### config.mk
export PLATFORM = sky130hd
export DESIGN_NAME = tpu_mmio_bridge
export DESIGN_NICKNAME = d
export VERILOG_FILES = /design/src/rtl/tpu_mmio_pkg.sv /design/src/rtl/tpu_mmio_bridge_timer.sv /design/src/rtl/tpu_mmio_bridge.sv
export SDC_FILE = /design/constraint.sdc
export NUM_CORES = 1
export LEC_CHECK = 0
export ABC_AREA = 0
export CORE_ASPECT_RATIO = 1.5
export CORE_UTILIZATION = 45
export CTS_BUF_LIST = sky130_fd_sc_hd__clkbuf_4
export CTS_CLUSTER_DIAMETER = 80
export DETAILED_ROUTE_END_ITERATION = 7
export GPL_ROUTABILITY_DRIVEN = 0
export GPL_TIMING_DRIVEN = 0
export MAX_ROUTING_LAYER = met4
export PLACE_DENSITY = 0.9
export SETUP_SLACK_MARGIN = 0.3
export SLEW_MARGIN = 20
export SYNTH_ARGS = -nofsm -noshare
export SYNTH_HDL_FRONTEND = slang
export SYNTH_SLANG_ARGS = --single-unit
### constraint.sdc
create_clock -name clk -period 2.6 [get_ports clk]
set_clock_uncertainty 0.2 [all_clocks]
set_input_delay 0.52 -clock clk [delete_from_list [all_inputs] [get_ports clk]]
set_output_delay 0.52 -clock clk [all_outputs]
set_load 0.05 [all_outputs]
### src/rtl/tpu_mmio_pkg.sv
// Shared address map, region/state encodings and STATUS field layout for the
// tpuv1 MMIO bridge.
package tpu_mmio_pkg;

   localparam logic [31:0] A_BASE      = 32'h0000_0100;
   localparam logic [31:0] B_BASE      = 32'h0000_0200;
   localparam logic [31:0] C_BASE      = 32'h0000_0300;
   localparam logic [31:0] CMD_ADDR    = 32'h0000_0400;
   localparam logic [31:0] STATUS_ADDR = 32'h0000_0408;

   typedef enum logic [2:0] {
      REG_A,
      REG_B,
      REG_C,
      REG_CMD,
      REG_STATUS,
      REG_NONE
   } region_e;

   typedef enum logic [1:0] {
      IDLE,
      RD_WAIT,
      RSP
   } state_e;

   localparam int ST_BUSY_BIT = 0;
   localparam int ST_REM_LSB  = 8;
   localparam int ST_REM_W    = 8;
   localparam int ST_DONE_LSB = 32;
   localparam int ST_DONE_W   = 16;
   localparam int ST_UNM_LSB  = 48;
   localparam int ST_UNM_W    = 16;

   // Region sizes come from the array geometry so the map tracks DIM/BITS_*.
   function automatic region_e decode_addr(input logic [31:0] addr,
                                           input logic [31:0] ab_bytes,
                                           input logic [31:0] c_bytes);
      region_e r;
      r = REG_NONE;
      if (addr[2:0] == 3'b000) begin
         if (addr >= A_BASE && addr < A_BASE + ab_bytes)      r = REG_A;
         else if (addr >= B_BASE && addr < B_BASE + ab_bytes) r = REG_B;
         else if (addr >= C_BASE && addr < C_BASE + c_bytes)  r = REG_C;
         else if (addr == CMD_ADDR)                           r = REG_CMD;
         else if (addr == STATUS_ADDR)                        r = REG_STATUS;
      end
      return r;
   endfunction

endpackage

### src/rtl/tpu_mmio_bridge_timer.sv
// Compute-window timer: a start pulse opens a COMPUTE_CYCLES-long busy window
// and each window that closes bumps a wrapping completion counter.
module tpu_compute_timer
   import tpu_mmio_pkg::*;
#(
   parameter int COMPUTE_CYCLES = 32
) (
   input  logic                 clk,
   input  logic                 rst,
   input  logic                 start,
   output logic                 busy,
   output logic [ST_REM_W-1:0]  remaining,
   output logic [ST_DONE_W-1:0] completed_count
);

   logic                 busy_q, busy_d;
   logic [ST_REM_W-1:0]  rem_q, rem_d;
   logic [ST_DONE_W-1:0] done_q, done_d;

   always_comb begin
      busy_d = busy_q;
      rem_d  = rem_q;
      done_d = done_q;
      if (start) begin
         busy_d = 1'b1;
         rem_d  = ST_REM_W'(COMPUTE_CYCLES);
      end else if (busy_q) begin
         rem_d = rem_q - 1'b1;
         // Busy drops in the same cycle remaining lands on zero.
         if (rem_q == ST_REM_W'(1)) begin
            busy_d = 1'b0;
            done_d = done_q + 1'b1;
         end
      end
   end

   always_ff @(posedge clk) begin
      if (rst) begin
         busy_q <= 1'b0;
         rem_q  <= '0;
         done_q <= '0;
      end else begin
         busy_q <= busy_d;
         rem_q  <= rem_d;
         done_q <= done_d;
      end
   end

   assign busy            = busy_q;
   assign remaining       = rem_q;
   assign completed_count = done_q;

endmodule

### src/rtl/tpu_mmio_bridge.sv
// Host valid/ready MMIO front end driving the tpuv1 addr/dataIn/r_w bus, with
// a fixed-latency read path, compute-window lockout and a local STATUS word.
module tpu_mmio_bridge
   import tpu_mmio_pkg::*;
#(
   parameter int BITS_AB        = 8,
   parameter int BITS_C         = 16,
   parameter int DIM            = 8,
   parameter int ADDRW          = 16,
   parameter int DATAW          = 64,
   parameter int READ_LAT       = 1,
   parameter int COMPUTE_CYCLES = DIM * 4
) (
   input  logic             clk,
   input  logic             rst,
   input  logic             host_req_valid,
   output logic             host_req_ready,
   input  logic             host_req_wr,
   input  logic [ADDRW-1:0] host_req_addr,
   input  logic [DATAW-1:0] host_req_data,
   output logic             host_rsp_valid,
   input  logic             host_rsp_ready,
   output logic [DATAW-1:0] host_rsp_data,
   output logic [ADDRW-1:0] tpu_addr,
   output logic [DATAW-1:0] tpu_dataIn,
   output logic             tpu_r_w,
   input  logic [DATAW-1:0] tpu_dataOut
);

   localparam logic [31:0] AB_BYTES = 32'(DIM * DIM * BITS_AB / 8);
   localparam logic [31:0] C_BYTES  = 32'(DIM * DIM * BITS_C / 8);

   state_e               state_q, state_d;
   logic [2:0]           lat_q, lat_d;
   logic [DATAW-1:0]     rsp_data_q, rsp_data_d;
   logic [ADDRW-1:0]     tpu_addr_q, tpu_addr_d;
   logic [DATAW-1:0]     tpu_data_q, tpu_data_d;
   logic                 tpu_rw_q, tpu_rw_d;
   logic                 start_q, start_d;
   logic [ST_UNM_W-1:0]  unm_q, unm_d;

   region_e              region, eff_region;
   logic                 tpu_region, busy_any, req_ready, accept, unm_inc;
   logic                 tmr_busy;
   logic [ST_REM_W-1:0]  tmr_rem;
   logic [ST_DONE_W-1:0] tmr_done;
   logic [DATAW-1:0]     status_word;

   tpu_compute_timer #(
      .COMPUTE_CYCLES(COMPUTE_CYCLES)
   ) u_timer (
      .clk            (clk),
      .rst            (rst),
      .start          (start_q),
      .busy           (tmr_busy),
      .remaining      (tmr_rem),
      .completed_count(tmr_done)
   );

   // A CMD accepted last cycle has not reached the timer yet but already
   // closes the window, so a following A/B/C/CMD access cannot slip in.
   assign busy_any = tmr_busy | start_q;

   always_comb begin
      region     = decode_addr(32'(host_req_addr), AB_BYTES, C_BYTES);
      eff_region = region;
      if (host_req_wr && region == REG_STATUS) eff_region = REG_NONE;
      if (!host_req_wr && region == REG_CMD)   eff_region = REG_NONE;
      tpu_region = eff_region inside {REG_A, REG_B, REG_C, REG_CMD};
      req_ready  = !rst && (state_q == IDLE) && !(busy_any && tpu_region);
      accept     = host_req_valid && req_ready;
   end

   always_comb begin
      status_word                               = '0;
      status_word[ST_BUSY_BIT]                  = tmr_busy;
      status_word[ST_REM_LSB +: ST_REM_W]       = tmr_rem;
      status_word[ST_DONE_LSB +: ST_DONE_W]     = tmr_done;
      status_word[ST_UNM_LSB +: ST_UNM_W]       = unm_q;
   end

   always_comb begin
      state_d    = state_q;
      lat_d      = lat_q;
      rsp_data_d = rsp_data_q;
      tpu_addr_d = '0;
      tpu_rw_d   = 1'b0;
      tpu_data_d = tpu_data_q;
      start_d    = 1'b0;
      unm_d      = unm_q;
      unm_inc    = 1'b0;
      case (state_q)
         IDLE: begin
            if (accept) begin
               unm_inc = (eff_region == REG_NONE);
               if (host_req_wr) begin
                  if (tpu_region) begin
                     tpu_addr_d = host_req_addr;
                     tpu_data_d = host_req_data;
                     tpu_rw_d   = 1'b1;
                     start_d    = (eff_region == REG_CMD);
                  end
               end else if (eff_region inside {REG_A, REG_B, REG_C}) begin
                  state_d    = RD_WAIT;
                  tpu_addr_d = host_req_addr;
                  lat_d      = 3'(READ_LAT - 1);
               end else begin
                  state_d    = RSP;
                  rsp_data_d = (eff_region == REG_STATUS) ? status_word : '0;
               end
            end
         end
         RD_WAIT: begin
            tpu_addr_d = tpu_addr_q;
            if (lat_q == 3'd0) begin
               rsp_data_d = tpu_dataOut;
               tpu_addr_d = '0;
               state_d    = RSP;
            end else begin
               lat_d = lat_q - 1'b1;
            end
         end
         RSP: begin
            if (host_rsp_ready) state_d = IDLE;
         end
         default: state_d = IDLE;
      endcase
      if (unm_inc && unm_q != '1) unm_d = unm_q + 1'b1;
   end

   always_ff @(posedge clk) begin
      if (rst) begin
         state_q    <= IDLE;
         lat_q      <= '0;
         rsp_data_q <= '0;
         tpu_addr_q <= '0;
         tpu_data_q <= '0;
         tpu_rw_q   <= 1'b0;
         start_q    <= 1'b0;
         unm_q      <= '0;
      end else begin
         state_q    <= state_d;
         lat_q      <= lat_d;
         rsp_data_q <= rsp_data_d;
         tpu_addr_q <= tpu_addr_d;
         tpu_data_q <= tpu_data_d;
         tpu_rw_q   <= tpu_rw_d;
         start_q    <= start_d;
         unm_q      <= unm_d;
      end
   end

   assign host_req_ready = req_ready;
   assign host_rsp_valid = (state_q == RSP);
   assign host_rsp_data  = rsp_data_q;
   assign tpu_addr       = tpu_addr_q;
   assign tpu_dataIn     = tpu_data_q;
   assign tpu_r_w        = tpu_rw_q;

endmodule

* Word level (Yosys, flattened, before mapping)
Cells that the tools add are included.
** Word-level totals
- Bits in registers :: 192
- Input port bits :: 149
- Output and inout bits :: 147
- Logic and storage cells :: 116
** Cells by class
- $add $sub $neg :: 4
- Magnitude comparators :: 6
- Eq/ne operators :: 20
- Mux-type cells :: 39
- Bitwise gates (word level) :: 6
- Reduce and logical (&&, ||, !) cells :: 29
** Operators with widths (number)
- $mux W64 :: 5
- $pmux W64 S2 :: 1
- $mux W16 :: 5
- $mux W3 :: 11
- $add A16 B1 Y16 const B :: 2
- $eq A16 B11 Y1 const B :: 2
- $ge A16 B10 Y1 const B :: 2
- $lt A16 B10 Y1 const B :: 2
- $pmux W16 S2 :: 1
- $ge A16 B9 Y1 const B :: 1
- $lt A16 B9 Y1 const B :: 1
- $ne A16 B16 Y1 const B :: 1
- $mux W6 :: 2
- $logic_and A1 B1 Y1 :: 10
- $mux W2 :: 5
- $ne A2 B2 Y1 const B :: 5
- $reduce_and A5 Y1 :: 2
- $eq A3 B2 Y1 const B :: 3
- $eq A3 B3 Y1 const B :: 3
- $logic_not A3 Y1 :: 3
- $eq A8 B1 Y1 const B :: 1
- $reduce_and A4 Y1 :: 2
- $sub A8 B1 Y8 const B :: 1
- $mux W1 :: 7
- 18 further kinds :: 26

* Longest topological paths before layout
Gate-level depths: netlist (run 1).
- Depth in word-level cells :: 20
- Gate-level depth with buffers :: 9
- Gate-level depth less buffers :: 7

* Cells and area by module
A second synthesis (run 1) with hierarchy kept.
** Unflattened totals
- Cell total of the unflattened synthesis :: 858
- Area, all modules :: 7568.5 µm²
** By module, submodules not included
- tpu_mmio_bridge :: times used 1, cells an instance 722, area an instance 6319.8 µm², sequential area each 3343.2 µm²
- tpu_compute_timer :: times used 1, cells an instance 136, area an instance 1248.7 µm², sequential area each 500.5 µm²

* Worst setup path after synthesis (run 1)
Ideal clock, no wire load.
- Kind :: input port to output port
- Start :: input host_req_addr[10]
- End :: output host_req_ready
- Arrival :: 1917 ps
- Setup slack :: -37 ps
- Stages on the path :: 5
- Cell sequence :: nor4b_4 and4_4 a21oi_1 nor3_1 nor2b_1
** On the way
- Cells in the longest elaborated chain, start to end :: 16
- Elaborated cells between the ends (all ways) :: 31
- Classes of those cells :: 6 x order compare; 7 x eq/ne; 8 x mux; 10 x reduce/logical
** Ends and longest elaborated chain
- start, declared :: RTL line tpu_mmio_bridge.sv:19 : input logic [ADDRW-1:0] host_req_addr,
- parallel branches: the longest is 5 deep, another holds $ge A16 B10 Y1
- $mux W3 (*) :: RTL line tpu_mmio_pkg.sv:41 : if (addr >= A_BASE && addr < A_BASE + ab_bytes) r = REG_A;
- $mux W3 (*) :: RTL line tpu_mmio_pkg.sv:40 : if (addr[2:0] == 3'b000) begin
- $eq A3 B3 Y1 :: RTL line tpu_mmio_bridge.sv:67 : if (host_req_wr && region == REG_STATUS) eff_region = REG_NONE;
- $logic_and A1 B1 Y1 :: RTL line tpu_mmio_bridge.sv:67
- $mux W3 :: RTL line tpu_mmio_bridge.sv:67
- $mux W3 (*) :: RTL line tpu_mmio_bridge.sv:68 : if (!host_req_wr && region == REG_CMD) eff_region = REG_NONE;
- $eq A3 B1 Y1 (tied with other cells) :: RTL line tpu_mmio_bridge.sv:69 : tpu_region = eff_region inside {REG_A, REG_B, REG_C, REG_CMD};
- $reduce_bool A4 Y1 (*) :: RTL line tpu_mmio_bridge.sv:69
- $logic_and A1 B1 Y1 (*) :: RTL line tpu_mmio_bridge.sv:70 : req_ready = !rst && (state_q == IDLE) && !(busy_any && tpu_region);
- $logic_not A1 Y1 (*) :: RTL line tpu_mmio_bridge.sv:70
- $logic_and A1 B1 Y1 (*) :: RTL line tpu_mmio_bridge.sv:70
- end, declared :: RTL line tpu_mmio_bridge.sv:17 : output logic host_req_ready,
Mark *: on every way between the ends.

* Worst setup path after layout (run 1)
- Start :: input host_req_addr[2]
- End :: output host_req_ready
** On the way
- Cells in the longest elaborated chain, start to end :: 16
- Elaborated cells between the ends (all ways) :: 32
- Classes of those cells :: 6 x order compare; 7 x eq/ne; 8 x mux; 11 x reduce/logical
** Ends and longest elaborated chain (RTL line)
- parallel branches: the longest is 6 deep, another holds $ge A16 B10 Y1
- $mux W3 (*) :: tpu_mmio_pkg.sv:40
- $eq A3 B3 Y1 :: tpu_mmio_bridge.sv:67
- $logic_and A1 B1 Y1 :: tpu_mmio_bridge.sv:67
- $mux W3 :: tpu_mmio_bridge.sv:67
- $mux W3 (*) :: tpu_mmio_bridge.sv:68
- $eq A3 B1 Y1 (tied with other cells) :: tpu_mmio_bridge.sv:69
- $reduce_bool A4 Y1 (*) :: tpu_mmio_bridge.sv:69
- $logic_and A1 B1 Y1 (*) :: tpu_mmio_bridge.sv:70
- $logic_not A1 Y1 (*) :: tpu_mmio_bridge.sv:70
- $logic_and A1 B1 Y1 (*) :: tpu_mmio_bridge.sv:70
Marks and branches as above.

==> flow_summary.json, run 1 <==
{
  "gr-total-overflow": 0,
  "setup_viol": 0,
  "hold-worst-slack_ns": 0.06021,
  "drive_gt1_frac": 0.1931,
  "startpoint": "host_req_addr[2]",
  "fin_nets": 1359,
  "slew_headroom": 0.5326,
  "ant_nets": 0,
  "cp_slowest_cell": "and4_4",
  "p_total_mw": 5.479,
  "ys_top_cells_by_area": "dfxtp_1 50%, nand2_1 6.6%, a221oi_1 4.7%",
  "crit_path_cell_trace": "clkdlybuf4s15_1 > nor4_2 > and4_4 > a21oi_4 > nor3_4 > nor2b_4 > buf_8",
  "path_max_fanout": 3,
  "stdcell_count": 1427,
  "cts_buffer_depth": 2,
  "maxCapViolCount": 0,
  "arrival_ns": 1.79,
  "min_path_type": "in2reg",
  "grt_pass1_wl_mm": 38.14,
  "numCtsBuffers": 17,
  "worst_pin_slew_ns": 0.6914,
  "min_to": "tpu_addr[9]$_SDFFE_PP0P_",
  "dr.pass1.iters": 6,
  "hold_viol": 0,
  "cts_tree": "built",
  "timing.fmax_ghz": 0.3983,
  "synthCells": 850,
  "io_pins": 296,
  "reg2reg_depth": 8,
  "yosysTopAreaCell": "dfxtp_1",
  "place.detailed.hpwl_mm": 18.50,
  "setup_ws_ns": 0.08948,
  "die_x_um": 108.3,
  "htree_levels": 4,
  "synth-main-ff-cell": "dfxtp_1",
  "coreArea_um2": 16400,
  "cts_root_buf": "clkbuf_4",
  "yosysSeqAreaShare": 0.5038,
  "whs_path_depth": 2,
  "area_growth_pct": 53.26,
  "start_util": 0.4651,
  "synth-warning-count": 0,
  "min_period_ns": 2.511,
  "synth-seq-cells": 192,
  "grt_usage": 0.2898,
  "syn_area_um2": 7630,
  "drt_iter0_markers": 403,
  "slew_violations": 0,
  "route.detailed.drc": 0,
  "dp.cells": 1351,
  "clk_pin_slew_ns": 0.15,
  "async_reset_ff_frac": 0,
  "avgSynthCellArea_um2": 8.976,
  "outcome": "completed",
  "synthesis.nets": 1005,
  "synth_top_area_share": 0.5038,
  "critPathMaxStageDelay_ns": 0.28,
  "endpoint_kind": "output port",
  "die_area_um2": 17490,
  "crit_path_start_kind": "input pin",
  "post_drt_via_cell_ratio": 5.489,
  "yosys.cell_types.count": 57,
  "critical-path-top-delay-family": "simple AND/OR/NAND/NOR gates",
  "worstSetupPathType": "in2out",
  "r2r_slack_ns": 0.22,
  "min_period_over_period": 0.9656,
  "rsz0062_at_grt": "yes",
  "vias": 7833,
  "r2r_start": "unm_q[6]$_SDFFE_PP0P_",
  "totalWireLength_mm": 25.54,
  "path_buf_inv": 2,
  "ir_drop_mv": 0.3527,
  "wl_per_cell_um": 17.90,
  "grt_max_degree": 18,
  "clock_latency_ns": 0.60,
  "fill_cells": 1225,
  "required_ns": 1.88,
  "min_from": "host_req_addr[9]",
  "numPortBuffers": 295,
  "die_h_um": 161.5,
  "r2r_end": "unm_q[14]$_SDFFE_PP0P_",
  "cts_sinks": 192,
  "power_density_nw_per_um2": 468.5,
  "post-place-ws_ns": -0.9639,
  "grt_pass1_vias": 7666,
  "synth-edff-count": 0,
  "leakage_nw": 4.856,
  "antenna_found_initial": 4,
  "row_count": 57
}
power by group:
group | switching [mW] | total [mW] | internal [mW]
registers | 0.0189 | 2.99 | 2.97
clock network | 1.06 | 1.84 | 0.779
logic | 0.336 | 0.645 | 0.309
worst max path at each step:
stage | to | slack [ns] | depth (start not counted)
final | host_req_ready | 0.09 | 7
after global routing | host_req_ready | 0.06 | 7
after CTS | host_req_ready | 0.02 | 7
after detailed placement | host_req_ready | -0.96 | 7
after global placement | host_req_ready | -0.93 | 7
after floorplan | tpu_dataIn[33]$_SDFFE_PP0P_ | 0.26 | 8
area by class of cell:
class | instances | area, um2 | area share
Multi-Input combinational cell | 590 | 3727 | 0.3187
Sequential cell | 192 | 3865 | 0.3305
Clock buffer | 17 | 127.6 | 0.01091
Buffer | 57 | 372.9 | 0.03189
Inverter | 11 | 41.29 | 0.003531
Antenna cell | 4 | 10.01 | 0.0008560
Clock inverter | 15 | 206.4 | 0.01765
Timing Repair Buffer | 335 | 3085 | 0.2639
Tap cell | 206 | 257.7 | 0.02204
flip-flops by register name (all words and copies together), names as in the netlist:
name / flops
tpu_r_w: 1
host_rsp_data: 64
start_q: 1
u_timer.completed_count: 16
state_q: 2
unm_q: 16
u_timer.busy: 1
tpu_dataIn: 64
lat_q: 3
tpu_addr: 16
u_timer.remaining: 8
cells in the final DEF, fill, tap and decap left out, types with 4 or more instances in the layout:
cell type,count
a21oi_1,59
a21oi_2,20
a221oi_1,41
a22o_1,29
and2_1,14
and3_1,7
buf_2,7
buf_4,35
buf_6,16
bufinv_16,4
clkbuf_1,19
clkbuf_2,27
clkbuf_4,20
clkdlybuf4s15_1,33
clkdlybuf4s50_1,131
dfxtp_1,183
dfxtp_2,5
dfxtp_4,4
diode_2,4
dlygate4sd2_1,108
dlygate4sd3_1,5
ha_1,5
inv_1,11
nand2_1,117
nand2_2,36
nand3_1,16
nand4_1,8
nor2_1,74
nor2b_1,5
nor3_1,43
nor4_4,4
o21ai_0,10
or3_1,10
xnor2_1,8
xor2_1,13
cell families after synthesis:
group / count (synthesis) / synth area share
xor+xnor: 21 / 0.02411
compound gates: 181 / 0.1722
mux: 6 / 0.008527
fa+ha+maj: 6 / 0.009839
buf+inv: 68 / 0.04231
flops: 192 / 0.5038
simple gates: 376 / 0.2393
layer usage:
layer | GRT usage | vias to the layer above | share of wire
met5 | - | - | 0
met4 | 0.1757 | 0 | 0.057
met3 | 0.07587 | 102 | 0.074
met2 | 0.5142 | 363 | 0.52
met1 | 0.2749 | 3654 | 0.35
li1 | - | 3714 | -
timing repair:
| item | in CTS | in global routing |
|---|---|---|
| endpoints found under the setup margin | 282 | 145 |
| endpoints found under the hold margin | 0 | 5 |
| pin swaps | 12 | 14 |
| gates resized for setup | 220 | 112 |
| hold buffers | 0 | 5 |
| buffers inserted | 20 | 15 |
synthesized netlist by cell type (3+ instances only):
cell / number
nand2_1: 134
nand3_1: 19
nor4_1: 4
nand4_1: 8
a31oi_1: 3
a221oi_1: 41
xor2_1: 13
buf_6: 6
xnor2_1: 8
or3_1: 11
o21ai_0: 10
dfxtp_1: 192
a22o_1: 29
nor2b_1: 6
or4_1: 3
nand2b_1: 5
a21oi_2: 20
buf_2: 18
clkbuf_1: 33
nor2_1: 78
nor3_1: 45
nand2_2: 20
ha_1: 6
a21oi_1: 60
inv_1: 11
and2_1: 16
and3_1: 9
metrics by stage:
stage / utilization / area [um2] / setup TNS (ns)
after floorplan: - / 7754 / 0
after global placement: 0.6684 / 10960 / -81.29
after detailed placement: 0.6684 / 10960 / -87.55
after CTS: 0.6950 / 11400 / 0
after global routing: 0.7129 / 11690 / 0
final: 0.7129 / 11690 / 0
worst register-to-register path, cell delays in order, from the launching register on:
cell,delay (ns)
dfxtp_4,0.40
and4_4,0.22
nand4_1,0.16
or3_4,0.46
buf_8,0.14
and3_4,0.17
buf_6,0.13
nand4_1,0.11
mux2_4,0.30
Note: power is estimated with default switching activity, not from simulation.
==> inputs of run 2 (changes only) <==
--- a/config.mk
+++ b/config.mk
@@ -7,14 +7,14 @@
 export LEC_CHECK = 0
 export ABC_AREA = 0
 export CORE_ASPECT_RATIO = 1.5
-export CORE_UTILIZATION = 45
+export CORE_UTILIZATION = 40
 export CTS_BUF_LIST = sky130_fd_sc_hd__clkbuf_4
 export CTS_CLUSTER_DIAMETER = 80
 export DETAILED_ROUTE_END_ITERATION = 7
 export GPL_ROUTABILITY_DRIVEN = 0
 export GPL_TIMING_DRIVEN = 0
 export MAX_ROUTING_LAYER = met4
-export PLACE_DENSITY = 0.9
+export PLACE_DENSITY = 0.82
 export SETUP_SLACK_MARGIN = 0.3
 export SLEW_MARGIN = 20
 export SYNTH_ARGS = -nofsm -noshare
==> flow_summary.json, run 2 (same netlist as run 1, synthesis figures left out) <==
{
  "leakage_nw": 4.757,
  "vias": 7540,
  "fin_setup_tns_ns": 0,
  "required_ns": 1.88,
  "path_max_fanout": 4,
  "grt_pass1_vias": 7343,
  "route.detailed.drc": 0,
  "r2r_slack_ns": 0.32,
  "ant_nets": 0,
  "p_total_mw": 5.245,
  "start_util": 0.4097,
  "grt_pass1_wl_mm": 37.09,
  "totalWireLength_mm": 24.33,
  "grt_usage": 0.2499,
  "cts_sinks": 192,
  "coreArea_um2": 18620,
  "min_from": "host_req_addr[8]",
  "min_to": "tpu_addr[8]$_SDFFE_PP0P_",
  "worstSetupPathType": "in2out",
  "outcome": "completed",
  "crit_path_frequent_cell": "buf_8",
  "worst_pin_slew_ns": 0.7203,
  "power_density_nw_per_um2": 452.2,
  "numPortBuffers": 295,
  "p_clk_frac": 0.308,
  "die_h_um": 171.2,
  "sw_frac_of_total": 0.2786,
  "ir_drop_mv": 0.4137,
  "area_growth_pct": 52.00,
  "io_pins": 296,
  "slew_violations": 0,
  "drive_gt1_frac": 0.1755,
  "numCtsBuffers": 17,
  "clock_latency_ns": 0.58,
  "min_period_over_period": 0.9420,
  "arrival_ns": 1.73,
  "met2RoutedLength_mm": 13.07,
  "cts_tree": "built",
  "whs_path_depth": 2,
  "min_path_type": "in2reg",
  "slew_headroom": 0.5198,
  "timing.fmax_ghz": 0.4083,
  "crit_path_start_kind": "input pin",
  "wl_per_cell_um": 16.72,
  "dr.pass1.iters": 6,
  "met3_length_mm": 1.633,
  "comb_power_share": 0.121,
  "dr.max_layer_used": "met4",
  "reg2reg_depth": 7,
  "hold_viol": 0,
  "power_frac_seq": 0.571,
  "critical-path-top-delay-family": "simple AND/OR/NAND/NOR gates",
  "crit_path_cell_trace": "buf_8 > nor4b_4 > and4_4 > a21oi_4 > nor3_4 > nor2b_4 > buf_8",
  "row_count": 61,
  "cp_slowest_cell": "nor4b_4",
  "die_area_um2": 19640,
  "p_int_mw": 3.784,
  "grt_max_degree": 19,
  "path_buf_inv": 2,
  "setup_viol": 0,
  "antenna_found_initial": 1,
  "p_sw_mw": 1.461,
  "layout_common_cells": "183 x dfxtp_1, 130 x clkdlybuf4s50_1, 117 x nand2_1",
  "gr-total-overflow": 0,
  "clk_pin_slew_ns": 0.16,
  "r2r_end": "tpu_addr[10]$_SDFFE_PP0P_",
  "cts_buffer_depth": 2,
  "post_drt_via_cell_ratio": 5.182,
  "htree_levels": 4,
  "r2r_start": "lat_q[0]$_SDFFE_PP0P_",
  "fin_nets": 1345,
  "place.detailed.hpwl_mm": 18.01,
  "fin_util": 0.6227,
  "maxCapViolCount": 0,
  "layout_commonest_cell": "dfxtp_1",
  "rsz0062_at_grt": "yes",
  "die_x_um": 114.8,
  "endpoint_kind": "output port",
  "critPathMaxStageDelay_ns": 0.28,
  "cts_root_buf": "clkbuf_4",
  "wl_met1_mm": 8.996,
  "min_period_ns": 2.449,
  "drt_iter0_markers": 314
}
-- run 2: power groups by stage --
stage               Sequential [mW]  Combinational [mW]  Clock (mW)
finish                         3.00               0.632        1.62
global route                   3.00               0.670        1.79
CTS                            3.00               0.610        1.67
detailed placement             3.06               0.622           0
global placement               3.06               0.618           0
floorplan                      3.17               0.154           0
-- run 2: final cells by class --
cell class                 instances  area (um2)
antenna                            1       2.502
buffer                            57       365.4
clock buffer                      17       127.6
clock inverter                    14       151.4
fill                            1665        7025
inverter                          11       41.29
multi-input combinational        590        3706
sequential                       192        3865
tap                              252       315.3
timing repair buffer             321        3023
-- run 2: worst max-delay path by stage --
| stage | from | to | cells past startpoint |
|---|---|---|---|
| CTS | host_req_addr[5] | host_req_ready | 7 |
| floorplan | host_req_addr[11] | tpu_dataIn[33]$_SDFFE_PP0P_ | 8 |
| global route | host_req_addr[2] | host_req_ready | 7 |
| global placement | host_req_addr[9] | host_req_ready | 7 |
| detailed placement | host_req_addr[9] | host_req_ready | 7 |
| finish | host_req_addr[7] | host_req_ready | 7 |
-- run 2: routing by layer --
metal,GRT usage,vias to the layer above
met2,0.4669,279
met1,0.2466,3543
li1,-,3675
met4,0.1005,0
met5,-,-
met3,0.05703,43
-- run 2: what timing repair did --
| item | CTS | global route |
|---|---|---|
| hold buffers | 0 | 4 |
| endpoints found under the hold margin | 0 | 4 |
| pin swaps | 10 | 14 |
| setup endpoints to repair | 316 | 188 |
| cloned | 0 | 2 |
| setup buffers | 13 | 7 |
| gates resized for setup | 212 | 109 |
-- run 2: through the flow --
stage | hold WS [ns] | cell area (um2) | std cells | worst slack [ns]
finish | 0.1176 | 11600 | 1455 | 0.1508
global route | 0.08421 | 11600 | 1455 | 0.1003
CTS | 0.1013 | 11320 | 1441 | 0.03517
detailed placement | 0.2426 | 11020 | 1397 | -0.9532
global placement | 0.2381 | 11020 | 1397 | -0.9467
floorplan | 0.2286 | 7754 | 850 | 0.2644
-- run 2: worst reg2reg max path: cells and delay by family, from the launching register on --
kind / cells / cell delay [ns]
buffers and inverters: 1 / 0.09
flip-flops: 1 / 0.35
adder cells (fa/ha/maj): 1 / 0.18
AND/OR/NAND/NOR: 4 / 1.29
AO/OA/AOI/OAI: 1 / 0.13
